[config.mk]
export PLATFORM = sky130hd
export DESIGN_NAME = iq_pack
export DESIGN_NICKNAME = d
export VERILOG_FILES = /design/src/rtl/iq_pack.sv
export SDC_FILE = /design/constraint.sdc
export NUM_CORES = 1
export LEC_CHECK = 0
export BUFFER_PORTS_ARGS = -buffer_cell sky130_fd_sc_hd__buf_2
export CELL_PAD_IN_SITES_DETAIL_PLACEMENT = 2
export CELL_PAD_IN_SITES_GLOBAL_PLACEMENT = 2
export CORE_AREA = 2 2 71 100
export CTS_CLUSTER_SIZE = 14
export DETAILED_ROUTE_END_ITERATION = 8
export DIE_AREA = 0 0 73 102
export PLACE_DENSITY_LB_ADDON = 0.1
export SETUP_SLACK_MARGIN = 0.1
export SYNTH_ARGS = -nofsm -noshare
export SYNTH_HDL_FRONTEND = slang
export SYNTH_SLANG_ARGS = --single-unit
[constraint.sdc]
create_clock -name clock -period 3.35 [get_ports clock]
set_input_delay 0.5025 -clock clock [delete_from_list [all_inputs] [get_ports clock]]
set_output_delay 0.5025 -clock clock [all_outputs]
set_load 0.03 [all_outputs]
[src/rtl/iq_pack.sv]
// IQ packer: pops one I/Q sample pair from two FWFT FIFOs, quantizes each to
// saturated signed 16 bits and pushes {Q16, I16} into the output FIFO.
module iq_pack #(
  parameter int QUANT_BITS = 10
) (
  input  logic        clock,
  input  logic        reset,
  output logic        i_rd_en,
  input  logic        i_empty,
  input  logic [31:0] i_dout,
  output logic        q_rd_en,
  input  logic        q_empty,
  input  logic [31:0] q_dout,
  output logic        out_wr_en,
  input  logic        out_full,
  output logic [31:0] out_din,
  output logic        sat_flag,
  output logic        o_dbg_state
);

  typedef enum logic {
    S_LOAD = 1'b0,
    S_SEND = 1'b1
  } state_t;

  state_t      r_state;
  logic [31:0] r_hold;
  logic        r_sat;

  logic        w_take;
  logic [16:0] w_i_q;
  logic [16:0] w_q_q;

  // Returns {clamped, value}: floor shift, then clamp to the int16 range.
  function automatic logic [16:0] sat16(input logic [31:0] x);
    logic signed [31:0] s;
    s = $signed(x) >>> QUANT_BITS;
    if (s > 32'sd32767)
      sat16 = {1'b1, 16'h7FFF};
    else if (s < -32'sd32768)
      sat16 = {1'b1, 16'h8000};
    else
      sat16 = {1'b0, s[15:0]};
  endfunction

  assign w_i_q = sat16(i_dout);
  assign w_q_q = sat16(q_dout);

  // Handshake: a pair is taken only when both FIFOs hold data and the holding
  // register is free or being written this cycle; all strobes die in reset.
  assign w_take    = reset && !i_empty && !q_empty
                     && ((r_state == S_LOAD) || !out_full);
  assign i_rd_en   = w_take;
  assign q_rd_en   = w_take;
  assign out_wr_en = reset && (r_state == S_SEND) && !out_full;

  assign out_din     = r_hold;
  assign sat_flag    = r_sat;
  assign o_dbg_state = r_state;

  always_ff @(posedge clock or negedge reset) begin
    if (!reset) begin
      r_state <= S_LOAD;
      r_hold  <= 32'h0000_0000;
      r_sat   <= 1'b0;
    end else begin
      if (w_take) begin
        r_hold  <= {w_q_q[15:0], w_i_q[15:0]};
        r_sat   <= r_sat | w_i_q[16] | w_q_q[16];
        r_state <= S_SEND;
      end else if ((r_state == S_SEND) && !out_full) begin
        r_state <= S_LOAD;
      end
    end
  end

endmodule

==> metrics.md, run 1 <==
| Metric | Value |
|---|---|
| Run status | `completed` |
| Final TNS setup | `0 ns` |
| Max-slew violations | `0` |
| Number of hold violations in the final report | `0` |
| Maximum number of pins on one net before global-route repair | `37` |
| Number of buffer and inverter stages on the critical path | `3` |
| Hold-fix buffers at CTS | `0` |
| Depth of the CTS H-tree | `2` |
| DIE AREA | `7446 um^2` |
| Setup violations, final | `0` |
| Worst voltage drop across the vdd grid | `between 100 and 150 uV` |
| Slew margin rel. | `about half` |
| Cell row count | `35` |
| Avg Vias per Cell | `about 4.5` |
| Final hold slack | `between 0.15 and 0.2 ns` |
| Slowest Stage Delay on Critical Path | `0.47 ns` |
| Count of warnings emitted by yosys | `0` |
| Nets in the synthesized netlist | `around 230` |
| Number of detailed-route iterations in the first pass | `4` |
| Number of instances resized during post-cts repair | `0` |
| Number of nets in the finished design | `~310` |
| Cell with the most instances after synthesis | `dfrtp_1` |
| Syn avg cell area | `9.325 um^2` |
| Most used flip-flop cell after synthesis | `dfrtp_1` |
| Dominant cells by area after synthesis | `dfrtp_1, nand2_1, o21ai_1` |
| Seq/Total Area, Yosys | `a little under three fifths` |
| Number of enable flip-flop cells after synthesis | `0` |
| Max Cap Violations | `0` |
| Clock sinks | `34` |
| Number of buffers added on ports | `85` |
| Global-route wire length before repair | `7465 um` |
| Ratio of final minimum period to clock period | `roughly two thirds` |
| Number of antenna violations at the first check in global routing | `0` |
| Worst-path cell chain | `buf_2 > nand3_4 > inv_1 > buf_2` |
| Share of final-layout standard cells stronger than drive strength 1 | `roughly 40%` |
| Minimum clock period after layout | `2.258 ns` |
| Kind of critical path | `in2out` |
| Routability congestion estimate | `between 0.6 and 0.7` |
| Number of instances in the synthesized netlist | `about 160` |
| Slack of the critical path | `approximately 1.1 ns` |
| Post-place instance area | `approximately 2000 um^2` |
| Maximum fanout along the worst path | `36` |
| Number of DRC markers after the initial detailed-route iteration | `20` |
| Category of cells accounting for the largest share of critical-path delay | `buffers and inverters` |
| Met2 Resource Use GR | `about a fifth` |
| Crit-path slowest cell | `nand3_4` |
| Arr. time, crit path | `approximately 1.8 ns` |
| Met3 Resource Use GR | `roughly 3.1%` |
| Data required time at the worst endpoint | `2.85 ns` |
| Synth unique cells | `23` |
| Global routing met1 resource utilization | `about 17%` |
| Hold Crit Class | `in2async` |
| Timing-limited maximum frequency | `442.8 MHz` |
| Total Routing Usage GR | `between 10% and 20%` |
| Source-to-sink clock delay at the later pin of the worst-skew pair | `around 0.28 ns` |
| Worst setup slack for register-to-register paths | `roughly 1.6 ns` |
| Per-cell routed wire length | `~14 um` |
| Final design area excluding fillers | `about 2000 um^2` |
| Synth async-reset ratio | `between 90% and 100%` |
| Vias | `between 1000 and 1500` |
| Core area | `~6500 um^2` |
| Cell count after placement | `between 300 and 400` |
| Total I/O pin count | `106` |
| Cell type with the largest total area after synthesis | `dfrtp_1` |
| Worst Clk Skew | `0.004356 ns` |
| Hpwl dp | `approximately 3400 um` |
| Fraction of synthesized cell area taken by the top area cell type | `between 50% and 60%` |
| Areal power density over the cells | `between 500 and 600 nW/um^2` |
| Clock-pin slew of the registers on the worst-case setup and hold paths | `0.06 ns` |
| Number of global-route vias before repair | `~1600` |
| Total inserted antenna cells | `0` |
| Die boundary width | `~73 um` |
| Final Total Pwr | `about 1.2 mW` |
| Leading cell types by count after synthesis | `dfrtp_1, nand2_1, nor2_1` |
| Chip height | `102 um` |
| Starting density of the core | `roughly 23%` |
| Grt peak-use layer | `met2` |
| #FFs+latches synth | `34` |
| Detail Route Antenna Nets | `0` |
| Category of the worst setup path capture point | `primary output` |
| Area Overhead vs Synth | `37.55%` |
| Actual transition at the worst max-transition pin | `~0.72 ns` |
| RSZ-0062 raised after global routing | `no` |
| Finished Core Util | `roughly 31%` |
| Cell Count, Final, Fillers Out | `between 300 and 400` |
| TritonCTS Buffers | `5` |
| Bufs on Longest Clock Path | `2` |
| Startpoint type of the worst setup path | `input port` |
| Worst path most repeated cell | `buf_2` |
| Remaining design rule violation count | `0` |
| Pre-CTS worst setup slack | `a little under 1 ns` |
| Fill cell count | `between 700 and 800` |
| TritonCTS clock tree | `yes` |
| Cell area after synthesis | `roughly 1500 um^2` |
| Static Leakage | `1.078 nW` |
| Grt ovf | `0` |
| Number of buffers inserted by post-CTS setup repair | `0` |
| Final wirelength | `approximately 4600 um` |
| Clock root buffer | `clkbuf_8` |
kinds of logic (layout without fill, tap and decap cells):
| group | Yosys count | count (layout) | synth area share (%) |
|---|---|---|---|
| buffers and inverters | 9 | 93 | 3.713 |
| AOI/OAI and AO/OA | 36 | 36 | 13.33 |
| and+or+nand+nor | 78 | 78 | 24.05 |
| muxes | 2 | 2 | 1.519 |
| DFF | 34 | 34 | 57.38 |
layout make-up:
class                           instances  area (um^2)  share of cell area (%)
Sequential cell                        34        850.8                   41.72
Multi-Input combinational cell        116        576.8                   28.28
Timing Repair Buffer                   86        432.9                   21.23
Tap cell                               74        92.59                   4.540
Clock buffer                            6        82.58                   4.049
Inverter                                1        3.754                  0.1840
where the power goes:
| group | total (mW) | internal [mW] | switching, mW |
|---|---|---|---|
| registers | 0.511 | 0.478 | 0.0329 |
| clock network | 0.297 | 0.158 | 0.139 |
| logic | 0.347 | 0.104 | 0.243 |
| total | 1.16 | 0.740 | 0.415 |
worst reg2reg max path: stages (launching register included):
cell	delay [ns]
dfrtp_1	0.40
nand2_1	0.13
nand3_4	0.37
a21o_1	0.50
o21ai_0	0.24
layer usage:
layer  wire length, um  vias to the layer above
met5                 0                        -
met1              2076                      684
li1                  -                      694
met3               248                        5
met2              2162                       56
met4                63                        0
state kept, by name, summed over array words and instances, names as in the netlist:
name and count:
o_dbg_state 1, out_din 32, sat_flag 1
path summary, 6_finish.rpt:
check | cells past startpoint | to | start
min in group clock | 3 | out_din[18] | q_dout[12]
max in group asynchronous | 2 | out_din[7] | reset
setup reg to reg | 4 | out_din[28] | o_dbg_state
hold reg to reg | 2 | out_din[12] | out_din[12]
setup / recovery | 4 | q_rd_en | reset
hold / removal | 1 | out_din[27] | reset
placed cells by master (no fill, tap or decap), types with 6 or more instances in the layout:
master    count
dfrtp_1      34
nor2_1       32
nand2_1      33
buf_2        85
clkbuf_8      6
o21ai_0       6
o21ai_1      24
Power figures use the tool's default switching activity.
==> inputs of run 2 (changes only) <==
--- a/config.mk
+++ b/config.mk
@@ -8,10 +8,10 @@
 export BUFFER_PORTS_ARGS = -buffer_cell sky130_fd_sc_hd__buf_2
 export CELL_PAD_IN_SITES_DETAIL_PLACEMENT = 2
 export CELL_PAD_IN_SITES_GLOBAL_PLACEMENT = 2
-export CORE_AREA = 2 2 71 100
+export CORE_AREA = 2 2 78 110
 export CTS_CLUSTER_SIZE = 14
 export DETAILED_ROUTE_END_ITERATION = 8
-export DIE_AREA = 0 0 73 102
+export DIE_AREA = 0 0 80 112
 export PLACE_DENSITY_LB_ADDON = 0.1
 export SETUP_SLACK_MARGIN = 0.1
 export SYNTH_ARGS = -nofsm -noshare
==> constraint.sdc (replaced) <==
create_clock -name clock -period 2 [get_ports clock]
set_input_delay 0.3 -clock clock [delete_from_list [all_inputs] [get_ports clock]]
set_output_delay 0.3 -clock clock [all_outputs]
set_load 0.03 [all_outputs]
==> metrics.md, run 2 (same netlist as run 1, synthesis figures left out) <==
| Metric | Value |
|---|---|
| Run status | `completed (unchanged)` |
| Clock-pin slew of the registers on the worst-case setup and hold paths | `0.05 ns (was 0.06 ns)` |
| Routability congestion estimate | `0.6370 (was 0.6487)` |
| Number of DRC markers after the initial detailed-route iteration | `37 (was 20)` |
| Chip height | `112 um (was 102 um)` |
| Hpwl dp | `3535 um (was 3377 um)` |
| Hold Crit Class | `in2async (unchanged)` |
| Hold-fix buffers at CTS | `0 (unchanged)` |
| Worst reg2reg path depth | `4 (unchanged)` |
| Remaining design rule violation count | `0 (unchanged)` |
| Data required time at the worst endpoint | `1.70 ns (was 2.85 ns)` |
| Starting density of the core | `18.53% (was 22.72%)` |
| Minimum clock period after layout | `between 1.5 and 2 ns` |
| Number of buffer and inverter stages on the critical path | `2 (was 3)` |
| Total Routing Usage GR | `11.55% (was 13.02%)` |
| Number of antenna violations at the first check in global routing | `0 (unchanged)` |
| Clock sinks | `34 (unchanged)` |
| Startpoint type of the worst setup path | `flip-flop (was input port)` |
| Crit-path slowest cell | `dfrtp_1 (was nand3_4)` |
| Timing-limited maximum frequency | `a little under 600 MHz` |
| Kind of critical path | `reg2out (was in2out)` |
| Final wirelength | `4833 um (was 4551 um)` |
| DIE AREA | `8960 um^2 (was 7446 um^2)` |
| Flip-flop count of the largest register after layout | `32 (unchanged)` |
| Total I/O pin count | `106 (unchanged)` |
| Core area | `8003 um^2 (was 6525 um^2)` |
| Number of nets in the finished design | `316 (was 313)` |
| Number of hold violations in the final report | `0 (unchanged)` |
| Bufs on Longest Clock Path | `2 (unchanged)` |
| Die boundary width | `80 um (was 73 um)` |
| Depth of the CTS H-tree | `2 (unchanged)` |
| Per-cell routed wire length | `13.81 um (was 14.36 um)` |
| Cell row count | `39 (was 35)` |
| Vias | `1481 (was 1439)` |
| Worst-path cell chain | `nand2_1 > nand3_4 > inv_1 > buf_2 (was buf_2 > nand3_4 > inv_1 > buf_2)` |
| Most frequent cells in the layout | `buf_2, dfrtp_1, nand2_1 (unchanged)` |
| Arr. time, crit path | `1.39 ns (was 1.76 ns)` |
| Final TNS setup | `0 ns (unchanged)` |
| Most common cell after layout, fill and taps aside | `buf_2 (unchanged)` |
| Source-to-sink clock delay at the later pin of the worst-skew pair | `0.27 ns (was 0.28 ns)` |
| Maximum number of pins on one net before global-route repair | `36 (was 37)` |
| Static Leakage | `1.122 nW (was 1.078 nW)` |
| Grt ovf | `0 (unchanged)` |
| Category of the worst setup path capture point | `primary output (unchanged)` |
| RSZ-0062 raised after global routing | `no (unchanged)` |
| Max-slew violations | `0 (unchanged)` |
| Clock root buffer | `clkbuf_16 (was clkbuf_8)` |
| Max Cap Violations | `0 (unchanged)` |
| Worst setup slack for register-to-register paths | `0.46 ns (was 1.62 ns)` |
| Areal power density over the cells | `1027 nW/um^2 (was 566.4 nW/um^2)` |
| Final design area excluding fillers | `2162 um^2 (was 2039 um^2)` |
| Number of global-route vias before repair | `1587 (was 1581)` |
| Ratio of final minimum period to clock period | `a little over four fifths` |
| Slew margin rel. | `52.01% (was 51.84%)` |
| Worst voltage drop across the vdd grid | `292.0 uV (was 129.0 uV)` |
| Worst Clk Skew | `0.001929 ns (was 0.004356 ns)` |
| Post-place instance area | `2014 um^2 (was 1957 um^2)` |
| Maximum fanout along the worst path | `18 (was 36)` |
| Number of buffers added on ports | `85 (unchanged)` |
| TritonCTS Buffers | `5 (unchanged)` |
| Total inserted antenna cells | `0 (unchanged)` |
| Cell count along the critical path | `4 (unchanged)` |
| Number of buffers inserted by post-CTS setup repair | `0 (unchanged)` |
| Number of instances resized during post-cts repair | `0 (unchanged)` |
| Detail Route Antenna Nets | `0 (unchanged)` |
| Global-route wire length before repair | `8038 um (was 7465 um)` |
| Setup violations, final | `0 (unchanged)` |
| Share of final-layout standard cells stronger than drive strength 1 | `41.94% (was 41.15%)` |
| Area Overhead vs Synth | `45.82% (was 37.55%)` |
| Number of detailed-route iterations in the first pass | `4 (unchanged)` |
| Category of cells accounting for the largest share of critical-path delay | `flip-flops (was buffers and inverters)` |
| Avg Vias per Cell | `4.231 (was 4.539)` |
| TritonCTS clock tree | `yes (unchanged)` |
| Slowest Stage Delay on Critical Path | `0.38 ns (was 0.47 ns)` |
| Finished Core Util | `27.02% (was 31.26%)` |
| Actual transition at the worst max-transition pin | `0.7198 ns (was 0.7224 ns)` |
[run 2: power by group]
part	internal (mW)	switching, mW	leakage, nW
Combinational	0.178	0.406	0.622
Clock	0.494	0.283	0.0739
Sequential	0.802	0.0574	0.426
Total	1.47	0.747	1.12
[run 2: per-layer routing]
metal	up-vias	part of all wire [%]	GRT usage [%]	wire, um
met5	-	0	0	0
met2	54	49	18.72	2382
met4	0	1.5	4.068	73
met1	713	42	14.76	2053
met3	7	6.7	2.917	325
li1	707	-	-	-
[run 2: through the flow]
step           hold WS [ns]  total power, mW  cells  setup WS (ns)
5_1_grt              0.2057            2.348    350         0.1837
6_report             0.1460            2.220    350         0.3119
4_1_cts              0.1823            2.276    350         0.2515
3_3_place_gp         0.4628            1.464    342         0.3713
3_5_place_dp         0.4687            1.473    342         0.2970
2_1_floorplan      0.004409            1.231    159         0.1990
[run 2: path summary, 6_finish.rpt]
kind / from / end
min: reset / out_din[20]
max in group asynchronous: reset / out_din[6]
max reg2reg: o_dbg_state / out_din[28]
min reg2reg: sat_flag / sat_flag
max: o_dbg_state / i_rd_en
min in group clock: q_dout[14] / out_din[20]
[run 2: cell type report]
| class | instances | area [um^2] |
|---|---|---|
| clock buffer | 7 | 142.6 |
| clock inverter | 1 | 5.005 |
| fill | 975 | 5841 |
| inverter | 1 | 3.754 |
| multi-input combinational | 116 | 576.8 |
| sequential | 34 | 850.8 |
| tap | 102 | 127.6 |
| timing repair buffer | 89 | 455.4 |
[run 2: worst reg2reg max path: cells and delay by family, from the launching register on]
kind,cells,cell delay (ns)
AOI/OAI and AO/OA,2,0.69
DFF,1,0.38
and+or+nand+nor,2,0.38
==> inputs of run 3 (changes only) <==
--- a/config.mk
+++ b/config.mk
@@ -8,10 +8,10 @@
 export BUFFER_PORTS_ARGS = -buffer_cell sky130_fd_sc_hd__buf_2
 export CELL_PAD_IN_SITES_DETAIL_PLACEMENT = 2
 export CELL_PAD_IN_SITES_GLOBAL_PLACEMENT = 2
-export CORE_AREA = 2 2 78 110
+export CORE_AREA = 2 2 75 105
 export CTS_CLUSTER_SIZE = 14
 export DETAILED_ROUTE_END_ITERATION = 8
-export DIE_AREA = 0 0 80 112
+export DIE_AREA = 0 0 77 107
 export PLACE_DENSITY_LB_ADDON = 0.1
 export SETUP_SLACK_MARGIN = 0.1
 export SYNTH_ARGS = -nofsm -noshare
==> constraint.sdc (replaced) <==
create_clock -name clock -period 1.65 [get_ports clock]
set_input_delay 0.2475 -clock clock [delete_from_list [all_inputs] [get_ports clock]]
set_output_delay 0.2475 -clock clock [all_outputs]
set_load 0.03 [all_outputs]
==> metrics.md, run 3 (same netlist as run 1, synthesis figures left out) <==
| Metric | Value |
|---|---|
| Routability congestion estimate | `0.6580 (was 0.6370)` |
| Ratio of final minimum period to clock period | `a little under 90%` |
| Starting density of the core | `20.27% (was 18.53%)` |
| Run status | `completed (unchanged)` |
| Most frequent cells in the layout | `buf_2, dfrtp_1, nor2_1, nand2_1, o21ai_1 (was buf_2, dfrtp_1, nand2_1)` |
| TritonCTS Buffers | `5 (unchanged)` |
| Clock sinks | `34 (unchanged)` |
| Chip height | `107 um (was 112 um)` |
| Area Overhead vs Synth | `45.82% (unchanged)` |
| TritonCTS clock tree | `yes (unchanged)` |
| Share of final-layout standard cells stronger than drive strength 1 | `44.27% (was 41.94%)` |
| Number of antenna violations at the first check in global routing | `0 (unchanged)` |
| Post-place instance area | `2028 um^2 (was 2014 um^2)` |
| Static Leakage | `1.124 nW (was 1.122 nW)` |
| Hpwl dp | `3665 um (was 3535 um)` |
| Max-slew violations | `0 (unchanged)` |
| Category of the worst setup path capture point | `primary output (unchanged)` |
| Total Routing Usage GR | `12.34% (was 11.55%)` |
| Worst Clk Skew | `0.004236 ns (was 0.001929 ns)` |
| Die boundary width | `77 um (was 80 um)` |
| Kind of critical path | `reg2out (unchanged)` |
| DIE AREA | `8239 um^2 (was 8960 um^2)` |
| Avg Vias per Cell | `4.271 (was 4.231)` |
| Final wirelength | `4900 um (was 4833 um)` |
| Number of DRC markers after the initial detailed-route iteration | `56 (was 37)` |
| Minimum clock period after layout | `about 1.4 ns` |
| Cell row count | `37 (was 39)` |
| Grt ovf | `0 (unchanged)` |
| Total I/O pin count | `106 (unchanged)` |
| Per-cell routed wire length | `14.00 um (was 13.81 um)` |
| Number of detailed-route iterations in the first pass | `4 (unchanged)` |
| Depth of the CTS H-tree | `2 (unchanged)` |
| Fill cell count | `908 (was 975)` |
| Core area | `7315 um^2 (was 8003 um^2)` |
| Slew margin rel. | `52.23% (was 52.01%)` |
| Data required time at the worst endpoint | `1.40 ns (was 1.70 ns)` |
| Final Total Pwr | `2.399 mW (was 2.220 mW)` |
| Final TNS setup | `0 ns (unchanged)` |
| Number of buffers added on ports | `85 (unchanged)` |
| Maximum fanout along the worst path | `5 (was 18)` |
| Timing-limited maximum frequency | `694.9 MHz` |
| Flip-flop count of the largest register after layout | `32 (unchanged)` |
| Clock-pin slew of the registers on the worst-case setup and hold paths | `0.07 ns (was 0.05 ns)` |
| Worst voltage drop across the vdd grid | `297.3 uV (was 292.0 uV)` |
| Areal power density over the cells | `1110 nW/um^2 (was 1027 nW/um^2)` |
| Max Cap Violations | `0 (unchanged)` |
| Clock root buffer | `clkbuf_8 (was clkbuf_16)` |
| Cell Count, Final, Fillers Out | `350 (unchanged)` |
| Vias | `1495 (was 1481)` |
| Arr. time, crit path | `1.19 ns (was 1.39 ns)` |
| Source-to-sink clock delay at the later pin of the worst-skew pair | `0.28 ns (was 0.27 ns)` |
| Hold Crit Class | `in2async (unchanged)` |
| RSZ-0062 raised after global routing | `no (unchanged)` |
| Detail Route Antenna Nets | `0 (unchanged)` |
| Number of nets in the finished design | `321 (was 316)` |
| Setup violations, final | `0 (unchanged)` |
| Cell count after placement | `338 (was 342)` |
| Startpoint type of the worst setup path | `flip-flop (unchanged)` |
| Most common cell after layout, fill and taps aside | `buf_2 (unchanged)` |
| Total inserted antenna cells | `0 (unchanged)` |
| Final design area excluding fillers | `2162 um^2 (unchanged)` |
| Number of global-route vias before repair | `1584 (was 1587)` |
| Remaining design rule violation count | `0 (unchanged)` |
| Actual transition at the worst max-transition pin | `0.7166 ns (was 0.7198 ns)` |
| Bufs on Longest Clock Path | `2 (unchanged)` |
| Global-route wire length before repair | `8100 um (was 8038 um)` |
| Maximum number of pins on one net before global-route repair | `27 (was 36)` |
| Number of hold violations in the final report | `0 (unchanged)` |
==> run 3: changes by cell type in the layout (fill, tap and decap cells not counted), sizes merged <==
cell	change
buf	+4
dlygate4sd3	+1
==> run 3: cell type report <==
| cell class | count | area, um^2 | area share [%] |
|---|---|---|---|
| flip-flops and latches | 34 | 850.8 | 39.35 |
| clock inverters | 1 | 5.005 | 0.2315 |
| repair buffers | 94 | 513.0 | 23.73 |
| multi-input cells | 116 | 581.8 | 26.91 |
| clock buffers | 7 | 86.33 | 3.993 |
| well taps | 97 | 121.4 | 5.613 |
| inverters | 1 | 3.754 | 0.1736 |
==> run 3: stage by stage <==
stage	setup WS (ns)	hold slack (ns)	utilization, %
CTS	0.07343	0.1880	29.22
global route	0.1278	0.2057	29.56
finish	0.2110	0.1669	29.56
floorplan	0.1207	-0.04809	-
detailed placement	0.1335	0.2746	27.73
global placement	0.1509	0.2808	27.73
==> run 3: per-layer routing <==
metal / part of all wire, % / global-route usage, % / wire length (um)
met1: 43 / 15.34 / 2090
met2: 49 / 20.80 / 2419
met3: 7.1 / 3.872 / 350
met4: 0.80 / 3.061 / 39
met5: 0 / 0 / 0
==> run 3: power by group <==
part	leakage (nW)	switching [mW]	internal, mW	total (mW)
Sequential	0.426	0.0662	0.970	1.04
Combinational	0.649	0.497	0.227	0.724
Clock	0.0482	0.302	0.337	0.639
Total	1.12	0.866	1.53	2.40
==> run 3: worst paths after layout <==
| check | start | end | slack, ns | depth (start not counted) |
|---|---|---|---|---|
| hold reg to reg | sat_flag | sat_flag | 0.48 | 1 |
| max in group asynchronous | reset | out_din[27] | 0.70 | 3 |
| setup reg to reg | o_dbg_state | out_din[26] | 0.30 | 5 |
| setup / recovery | o_dbg_state | q_rd_en | 0.21 | 5 |
| min in group clock | i_dout[23] | out_din[13] | 0.21 | 3 |
| hold / removal | reset | out_din[10] | 0.17 | 3 |
==> run 3: critical path: stages, from the launching register on <==
cell and delay (ns):
dfrtp_1 0.40, nand2_2 0.10, nand3_4 0.08, buf_12 0.14, inv_2 0.04, buf_4 0.15
==> run 3: what timing repair did <==
item                                    in CTS  in global routing
hold buffers                                 1                  0
pin swaps                                    1                  1
buffers inserted                             1                  2
hold endpoints to repair                     9                  0
gates resized for setup                      0                  7
endpoints found under the setup margin       2                 32
